$ cat src/rtl/gfx_fetch.sv
// Tile-plane fetcher: reads six plane bytes per 8-pixel cell from VRAM and
// presents them, aligned with an 8-clk delayed raster, to the pixel stage.
module gfx_fetch #(
    parameter logic [12:0] LINE_BASE = 13'h0EC0,
    parameter int          H_ACTIVE  = 192,
    parameter int          V_ACTIVE  = 184
) (
    input  logic       clk,
    input  logic       reset_n,
    input  logic [8:0] h,
    input  logic [8:0] v,
    output logic [2:0] vram_bank,
    output logic [12:0] vram_addr,
    output logic       vram_rd,
    input  logic [7:0] vram_data,
    input  logic       cpu_req,
    output logic       cpu_grant,
    output logic [7:0] fg1,
    output logic [7:0] fg2,
    output logic [7:0] fg3,
    output logic [7:0] bg1,
    output logic [7:0] bg2,
    output logic [7:0] bg3,
    output logic [8:0] h_out,
    output logic [8:0] v_out
);

    localparam logic [8:0] H_LIM = 9'(H_ACTIVE);
    localparam logic [8:0] V_LIM = 9'(V_ACTIVE);

    logic [2:0]  slot;
    logic        in_range;
    logic        active_q;
    logic        cell_active;
    logic        rd_q;
    logic [13:0] v_x24;
    logic [7:0]  stage [6];
    logic [8:0]  h_dly [8];
    logic [8:0]  v_dly [8];

    assign slot     = h[2:0];
    assign in_range = (h < H_LIM) && (v < V_LIM);

    // The active decision is taken live on slot 0 and then held for the cell.
    assign cell_active = (slot == 3'd0) ? in_range : active_q;

    assign v_x24     = ({5'b0, v} << 4) + ({5'b0, v} << 3);
    assign vram_addr = 13'(LINE_BASE + v_x24[12:0] + {7'b0, h[8:3]});
    assign vram_bank = slot;
    assign vram_rd   = reset_n && cell_active && (slot < 3'd6);

    // CPU handshake: cpu_req is a per-cycle request; cpu_grant means the CPU
    // owns the VRAM port this same cycle. Fetch slots always win, so the two
    // strobes are mutually exclusive by construction.
    assign cpu_grant = cpu_req && !vram_rd;

    always_ff @(posedge clk) begin
        if (!reset_n) begin
            active_q <= 1'b0;
            rd_q     <= 1'b0;
            fg1 <= 8'h00; fg2 <= 8'h00; fg3 <= 8'h00;
            bg1 <= 8'h00; bg2 <= 8'h00; bg3 <= 8'h00;
            for (int k = 0; k < 6; k++) stage[k] <= 8'h00;
            for (int k = 0; k < 8; k++) begin
                h_dly[k] <= 9'd0;
                v_dly[k] <= 9'd0;
            end
        end else begin
            if (slot == 3'd0) active_q <= in_range;
            rd_q <= vram_rd;

            // Data for the read issued in slot k lands one clk later, in slot k+1.
            for (int k = 0; k < 6; k++) begin
                if (rd_q && slot == 3'(k + 1)) stage[k] <= vram_data;
            end

            if (slot == 3'd7) begin
                fg1 <= active_q ? stage[0] : 8'h00;
                fg2 <= active_q ? stage[1] : 8'h00;
                fg3 <= active_q ? stage[2] : 8'h00;
                bg1 <= active_q ? stage[3] : 8'h00;
                bg2 <= active_q ? stage[4] : 8'h00;
                bg3 <= active_q ? stage[5] : 8'h00;
            end

            h_dly[0] <= h;
            v_dly[0] <= v;
            for (int k = 1; k < 8; k++) begin
                h_dly[k] <= h_dly[k-1];
                v_dly[k] <= v_dly[k-1];
            end
        end
    end

    assign h_out = h_dly[7];
    assign v_out = v_dly[7];

endmodule

$ cat config.mk
export PLATFORM = sky130hd
export DESIGN_NAME = gfx_fetch
export DESIGN_NICKNAME = d
export VERILOG_FILES = /design/src/rtl/gfx_fetch.sv
export SDC_FILE = /design/constraint.sdc
export NUM_CORES = 1
export LEC_CHECK = 0
export BUFFER_PORTS_ARGS = -buffer_cell sky130_fd_sc_hd__buf_4
export CAP_MARGIN = 20
export CORE_AREA = 2 2 171 106
export DETAILED_ROUTE_END_ITERATION = 10
export DIE_AREA = 0 0 173 108
export GPL_ROUTABILITY_DRIVEN = 0
export GPL_TIMING_DRIVEN = 0
export PLACE_DENSITY_LB_ADDON = 0.15
export SYNTH_ARGS = -nofsm -noshare
export SYNTH_HDL_FRONTEND = slang
export SYNTH_SLANG_ARGS = --single-unit
$ cat constraint.sdc
create_clock -name clk -period 3.71 [get_ports clk]
set_clock_uncertainty 0.2 [all_clocks]
set_input_delay 0.5565 -clock clk [delete_from_list [all_inputs] [get_ports clk]]
set_output_delay 0.5565 -clock clk [all_outputs]
set_load 0.02 [all_outputs]
==> summary.md, run 1 <==
| Metric | Value |
|---|---|
| Critical Path AT | `2720 ps` |
| Drt total wl | `roughly 16000 um` |
| Critical-path cell list | `buf_4 > fa_1 > ha_1 > fa_1 > a21oi_1 > o21ai_1 > nand2_1 > o311ai_0 > buf_4` |
| CTS tree | `built` |
| Pwr dens | `523 nW/um2` |
| Slew headroom | `43.7%` |
| Vias in the first global route | `5031` |
| Cell family with most CP delay | `adder cells` |
| Pre-CTS setup slack | `220 ps` |
| Most used DFF post-synth | `dfxtp_1` |
| CP Launch Type | `input pin` |
| Syn-to-layout area delta | `23.1%` |
| Crit path max fanout | `3` |
| Post-synth EDFFs | `48` |
| Syn Std Cell Area | `between 8000 and 9000 um2` |
| Post-synthesis async set-or-reset flop share | `0%` |
| Seq pwr share | `~51%` |
| ANT cells | `0` |
| Avg Inst Size Synth | `between 10 and 15 um2` |
| Die ar. | `between 15000 and 20000 um2` |
| CTS Buffer Depth | `3` |
| Internal Power | `around 4.2 mW` |
| Seq cells post-synth | `~240` |
| Initial antenna violation count | `0` |
| Share of the synthesized area in the top cell type | `46.3%` |
| Total core area | `between 15000 and 20000 um2` |
| Via count | `5173` |
| Status | `finished clean` |
| WL/cell | `~14 um` |
| Crit path setup slack, layout | `approximately 240 ps` |
| Post-layout net count | `933` |
| Initial Util | `approximately half` |
| Worst Path Required | `between 2000 and 3000 ps` |
| Cell taking the most area after synthesis | `dfxtp_1` |
| Layout cells sized above 1 | `a little over a fifth` |
| Leak | `4.33 nW` |
| Final critical-path required period | `~3500 ps` |
| Crit Path Category | `input pin to primary output` |
| Row count | `37` |
| Mapped Cells | `742` |
| Initial drt markers | `approximately 280` |
| Fmax | `around 290 MHz` |
| Final Setup Violations | `0` |
| Antenna viol nets, final | `0` |
| Yosys cell types | `40` |
| Die Y | `between 100 and 150 um` |
| Ports | `approximately 110` |
| Top-count cell post-synth | `dfxtp_1` |
| Commonest cells post-synth | `dfxtp_1, and2_1, nand2_1, nand3_1, edfxtp_1` |
| Global route overflow | `0` |
| Slowest-stage cell, CP | `fa_1` |
| Critical path endpoint category | `primary output` |
| Sw power | `roughly 1.2 mW` |
| Ys Warns | `0` |
| Clock power share | `between 40% and 50%` |
| CTS HTree Levels | `1` |
| Placed wire-length estimate | `roughly 12000 um` |
| Vias per cell | `between 4 and 5` |
| Crit path largest cell delay | `between 500 and 600 ps` |
| PortBufs | `roughly 110` |
| Crit path buffers/inverters | `2` |
| Cts bufs inserted | `23` |
| Tcrit/Tclk final | `93.6%` |
| Largest net degree at the start of global routing | `16` |
| Gr usage total | `between 10% and 20%` |
| Post-route DRC | `0` |
| Clk Latency, worst-skew pair | `490 ps` |
| Comb power frac | `between 6 and 7%` |
| Hold Path Class | `input pin to flip-flop` |
| CTS root buf | `clkbuf_16` |
| CTS Sinks | `between 200 and 250` |
| Syn_nets | `791` |
| First drt pass iteration count | `5` |
| Wire length of the first global-routing pass | `26100 um` |
| Final setup TNS | `0 ps` |
| Die width | `173 um` |
| Max-cap violations | `0` |
| CTS Hold Buffers Added | `0` |
| Max IR drop VDD | `0.000295 V` |
| Clock Pin Slew Worst Setup and Hold Paths | `approximately 60 ps` |
| Top cells by area, synth | `dfxtp_1, edfxtp_1, and2_1` |
| Endpoints failing hold | `0` |
| Sw frac | `a little over a fifth` |
| RSZ-0062 raised after global routing | `no` |
| Worst slew pin tran | `between 800 and 900 ps` |
| Slew Limit Fails | `0` |
| Seq/Total Area, Yosys | `a little under two thirds` |
## sequential cells by signal, summed over array words and instances (netlist names)
name      flops
v_dly        72
fg1           8
bg1           8
bg2           8
h_dly        72
fg2           8
stage        48
rd_q          1
bg3           8
active_q      1
fg3           8
## metrics by stage
step / hold WS, ps / util, % / area [um2] / instances / total power [mW]
global route: 75.9 / 61.0 / 10300 / 1134 / 5.60
floorplan: 212 / - / 8390 / 742 / 3.02
global placement: 218 / 56.2 / 9520 / 1087 / 3.16
detailed placement: 217 / 56.2 / 9530 / 1089 / 3.17
CTS: 70.3 / 60.8 / 10300 / 1130 / 5.45
finish: 85.7 / 61.0 / 10300 / 1134 / 5.40
## cells in the final DEF (no fill, tap or decap), types with 2 or more instances in the layout
cell,n
o211a_1,2
clkinvlp_4,2
nand2b_1,3
nor2_1,10
dfxtp_1,194
clkbuf_1,33
xnor2_1,4
and2_1,192
buf_4,137
buf_2,8
a21boi_1,20
clkbuf_8,8
nand2_1,53
clkbuf_4,3
nor3_1,2
nand3_1,53
fa_1,3
xor2_1,2
ha_1,17
a21oi_1,3
o21bai_1,2
a21boi_0,28
clkinv_2,2
edfxtp_1,48
a21o_1,2
o21ai_0,6
o21a_1,2
inv_1,18
clkbuf_16,24
## repair_timing
item                                    in CTS  in global routing
resized for setup                            0                  1
setup buffers                                0                  0
endpoints found under the setup margin       0                  1
## final timing paths
check                  endpoint  depth (start not counted)  slack (ps)    startpoint
setup / recovery  vram_addr[12]                          9         240          h[7]
setup reg to reg         bg1[4]                          4        1700      active_q
hold reg to reg    v_dly[0][20]                          1         210  v_dly[0][11]
hold / removal      h_dly[0][4]                          2          90          h[4]
## power by group through the flow
stage	Combinational, mW	Sequential (mW)	Clock [mW]
after floorplan	0.224	2.79	0
after global placement	0.359	2.80	0
after detailed placement	0.370	2.80	0
after CTS	0.373	2.74	2.33
after global routing	0.412	2.74	2.45
final	0.374	2.74	2.28
## logic make-up (layout without fill, tap and decap cells)
family / after synthesis / in the layout / synth area share, %
AOI/OAI and AO/OA: 74 / 74 / 6.48
xor gates and xnor gates: 6 / 6 / 0.626
adders and majority gates: 20 / 20 / 3.25
buffers and inverters: 80 / 238 / 4.90
DFF: 242 / 242 / 63.4
and+or+nand+nor: 320 / 320 / 21.3
## cell type report
type                       count  area (um2)
timing repair buffer         117         871
clock inverter                 6        50.0
multi-input combinational    420        2660
sequential                   242        5330
buffer                        62         344
clock buffer                  35         722
tap                          234         293
fill                        1426        6620
inverter                      18        67.6
## routing by layer
metal / vias up / routed length [um] / global-route usage, %
met4: 0 / 220 / 4.36
met2: 155 / 6130 / 24.2
li1: 2679 / - / -
met1: 2317 / 8590 / 27.5
met5: - / 0 / 0
met3: 22 / 1160 / 4.47
No activity file was read; power rests on OpenSTA's default activity.
==> run 2: changes to the inputs <==
Settings changed: ABC_AREA set to 1, CORE_AREA 2 2 171 106 to 2 2 172 107, DIE_AREA 0 0 173 108 to 0 0 174 109, SLEW_MARGIN set to 0.
==> run 2 against run 1 <==
Maximum frequency grew 8.2%. Sequential power about the same. Synthesized cell count up 26%. Critical path type unchanged. Via count is 13% higher. Wire length up 1.9%. Largest cell class unchanged. Utilization shrank 1.4 points. Area after synthesis grew 1.6%.
==> summary.md, run 2 <==
| Metric | Value |
|---|---|
| Status | `finished clean (unchanged)` |
| Crit path setup slack, layout | `498 ps (was 236 ps)` |
| First drt pass iteration count | `5 (unchanged)` |
| Crit path max fanout | `3 (unchanged)` |
| CTS Buffer Depth | `3 (unchanged)` |
| Ports | `113 (unchanged)` |
| Layout cells sized above 1 | `18.6% (was 21.1%)` |
| Commonest cells post-synth | `nand2_1, dfxtp_1, inv_1 (was dfxtp_1, and2_1, nand2_1, nand3_1, edfxtp_1)` |
| PortBufs | `111 (unchanged)` |
| Final Setup Violations | `0 (unchanged)` |
| Leak | `5.56 nW (was 4.33 nW)` |
| Yosys cell types | `23 (was 40)` |
| Largest registers | `h_dly: 72 flops, v_dly: 72 flops, stage: 48 flops (unchanged)` |
| Critical path endpoint category | `primary output (unchanged)` |
| Initial drt markers | `394 (was 276)` |
| Ys Warns | `0 (unchanged)` |
| Fmax | `311 MHz (was 288 MHz)` |
| Final critical-path required period | `3210 ps (was 3470 ps)` |
| Clk Latency, worst-skew pair | `500 ps (was 490 ps)` |
| Fill cell count | `1587 (was 1426)` |
| Post-placement cell area | `9660 um2 (was 9530 um2)` |
| Placed wire-length estimate | `11700 um (was 12100 um)` |
| Vias per cell | `4.41 (was 4.56)` |
| Post-route DRC | `0 (unchanged)` |
| Slew Limit Fails | `0 (unchanged)` |
| Clock Pin Slew Worst Setup and Hold Paths | `60 ps (about the same)` |
| Power, Total | `5.46 mW (was 5.40 mW)` |
| Avg Inst Size Synth | `9.11 um2 (was 11.3 um2)` |
| Post-CTS setup buffers | `0 (unchanged)` |
| CP Launch Type | `input pin (unchanged)` |
| Drt total wl | `16400 um (was 16100 um)` |
| Via count | `5862 (was 5173)` |
| Post-layout net count | `1121 (was 933)` |
| Tcrit/Tclk final | `86.6% (was 93.6%)` |
| Wire length of the first global-routing pass | `26500 um (was 26100 um)` |
| Row count | `38 (was 37)` |
| Critical-path cell list | `buf_4 > fa_1 > ha_1 > fa_1 > nand2_1 > nand2_1 > nand3_1 > nand2_1 > nand2_1 > nand2_1 > buf_4 (was buf_4 > fa_1 > ha_1 > fa_1 > a21oi_1 > o21ai_1 > nand2_1 > o311ai_0 > buf_4)` |
| CTS root buf | `clkbuf_16 (unchanged)` |
| Hold Crit Depth | `3 (was 2)` |
| Multi-input logic area | `2080 um2 (was 2660 um2)` |
| Endpoints failing hold | `0 (unchanged)` |
| Hold Path Class | `input pin to flip-flop (unchanged)` |
| Mapped Cells | `936 (was 742)` |
| Initial Util | `48.8% (was 49.5%)` |
| CTS Hold Buffers Added | `0 (unchanged)` |
| Pwr dens | `523 nW/um2 (about the same)` |
| Vias in the first global route | `5281 (was 5031)` |
| Cts bufs inserted | `23 (unchanged)` |
| Post-synth EDFFs | `48 (unchanged)` |
| Syn_nets | `985 (was 791)` |
| Post-cts resize count | `0 (unchanged)` |
| RSZ-0062 raised after global routing | `no (unchanged)` |
| Worst slew pin tran | `535 ps (was 838 ps)` |
| Pre-CTS setup slack | `483 ps (was 220 ps)` |
| Crit Path Category | `input pin to primary output (unchanged)` |
| Initial antenna violation count | `0 (unchanged)` |
| Worst Path Required | `2950 ps (about the same)` |
| Max IR drop VDD | `0.000315 V (was 0.000295 V)` |
| Reg2Reg Depth | `4 (unchanged)` |
| WL/cell | `12.4 um (was 14.2 um)` |
| Slew headroom | `64.3% (was 43.7%)` |
| WHS | `53.2 ps (was 85.7 ps)` |
| Commonest cells after routing, fill and taps aside | `nand2_1, dfxtp_1, inv_1, buf_4, nor2_1 (was dfxtp_1, and2_1, buf_4, nand3_1, nand2_1)` |
| Most used DFF post-synth | `dfxtp_1 (unchanged)` |
| Crit path largest cell delay | `480 ps (was 540 ps)` |
| CP most frequent cell | `nand2_1` |
| Sequential cell area | `5330 um2 (unchanged)` |
| Largest net degree at the start of global routing | `17 (was 16)` |
| Utilization after layout | `59.6% (was 61.0%)` |
| Commonest non-fill, non-tap cell in the layout | `nand2_1 (was dfxtp_1)` |
| Die width | `174 um (was 173 um)` |
| CTS tree | `built (unchanged)` |
| Final Cell Area | `10400 um2 (was 10300 um2)` |
| Top-count cell post-synth | `nand2_1 (was dfxtp_1)` |
| Share of the synthesized area in the top cell type | `45.5% (was 46.3%)` |
| Total core area | `17500 um2 (was 16900 um2)` |
| Cell total after placement | `1287 (was 1089)` |
| Max-cap violations | `0 (unchanged)` |
| Seq cells post-synth | `242 (unchanged)` |
| Final cell count without fillers | `1328 (was 1134)` |
| Final setup TNS | `0 ps (unchanged)` |
| Syn-to-layout area delta | `22.2% (was 23.1%)` |
| Critical Path AT | `2460 ps (was 2720 ps)` |
| Post-synthesis async set-or-reset flop share | `0% (unchanged)` |
| ANT cells | `0 (unchanged)` |
| Die Y | `109 um (was 108 um)` |
| CTS Sinks | `242 (unchanged)` |
| Top cells by area, synth | `dfxtp_1, edfxtp_1, nand2_1 (was dfxtp_1, edfxtp_1, and2_1)` |
| Die ar. | `19000 um2 (was 18700 um2)` |
| Slowest-stage cell, CP | `fa_1 (unchanged)` |
| Antenna viol nets, final | `0 (unchanged)` |
| CTS HTree Levels | `1 (unchanged)` |
| Gr usage total | `17.5% (was 17.7%)` |
| Cell taking the most area after synthesis | `dfxtp_1 (unchanged)` |
| Syn Std Cell Area | `8530 um2 (was 8390 um2)` |
| Seq/Total Area, Yosys | `62.4% (was 63.4%)` |
| Global route overflow | `0 (unchanged)` |
## run 2: cell types whose count changed after synthesis, sizes merged, moves of 48 or more
cell,delta
a21boi,-48
and2,-193
inv,+170
nand2,+186
nand4,+49
nor2,+50
## run 2: critical path, delay by kind of cell
family,cells,cell delay (ps)
simple gates,6,480
buf+inv,2,300
fa+ha+maj,3,1120
## run 2: cell families (layout without fill, tap and decap cells)
family,Yosys count,count (layout),synth area share (%)
fa+ha+maj,20,20,3.20
simple gates,364,364,17.8
buf+inv,255,407,13.1
xor+xnor,4,4,0.411
compound gates,51,51,3.07
flops,242,242,62.4
## run 2: layout make-up
type                       count  share of cell area [%]
tap                          240                    2.88
timing repair buffer         111                    7.99
clock buffer                  35                    6.95
inverter                     188                    6.77
clock inverter                 6                   0.336
buffer                        67                    3.99
sequential                   242                    51.1
multi-input combinational    439                    20.0
## run 2: final timing paths
check,slack [ps],end,startpoint
worst max-delay path,500,vram_addr[12],h[7]
worst min-delay path,50,v_dly[0][6],v[6]
worst max register to register,2020,stage[2][1],rd_q
worst min register to register,210,v_dly[0][44],v_dly[0][35]
## run 2: report_power, final
group / switching [mW] / total (mW) / internal (mW)
Clock: 0.951 / 2.30 / 1.35
Sequential: 0.0151 / 2.75 / 2.73
Combinational: 0.258 / 0.405 / 0.147
Total: 1.22 / 5.46 / 4.23
## run 2: metal layers
layer	global-route usage [%]	routed length, um
met2	23.7	6070
met5	0	0
met1	27.6	8700
met4	4.32	274
met3	4.32	1360
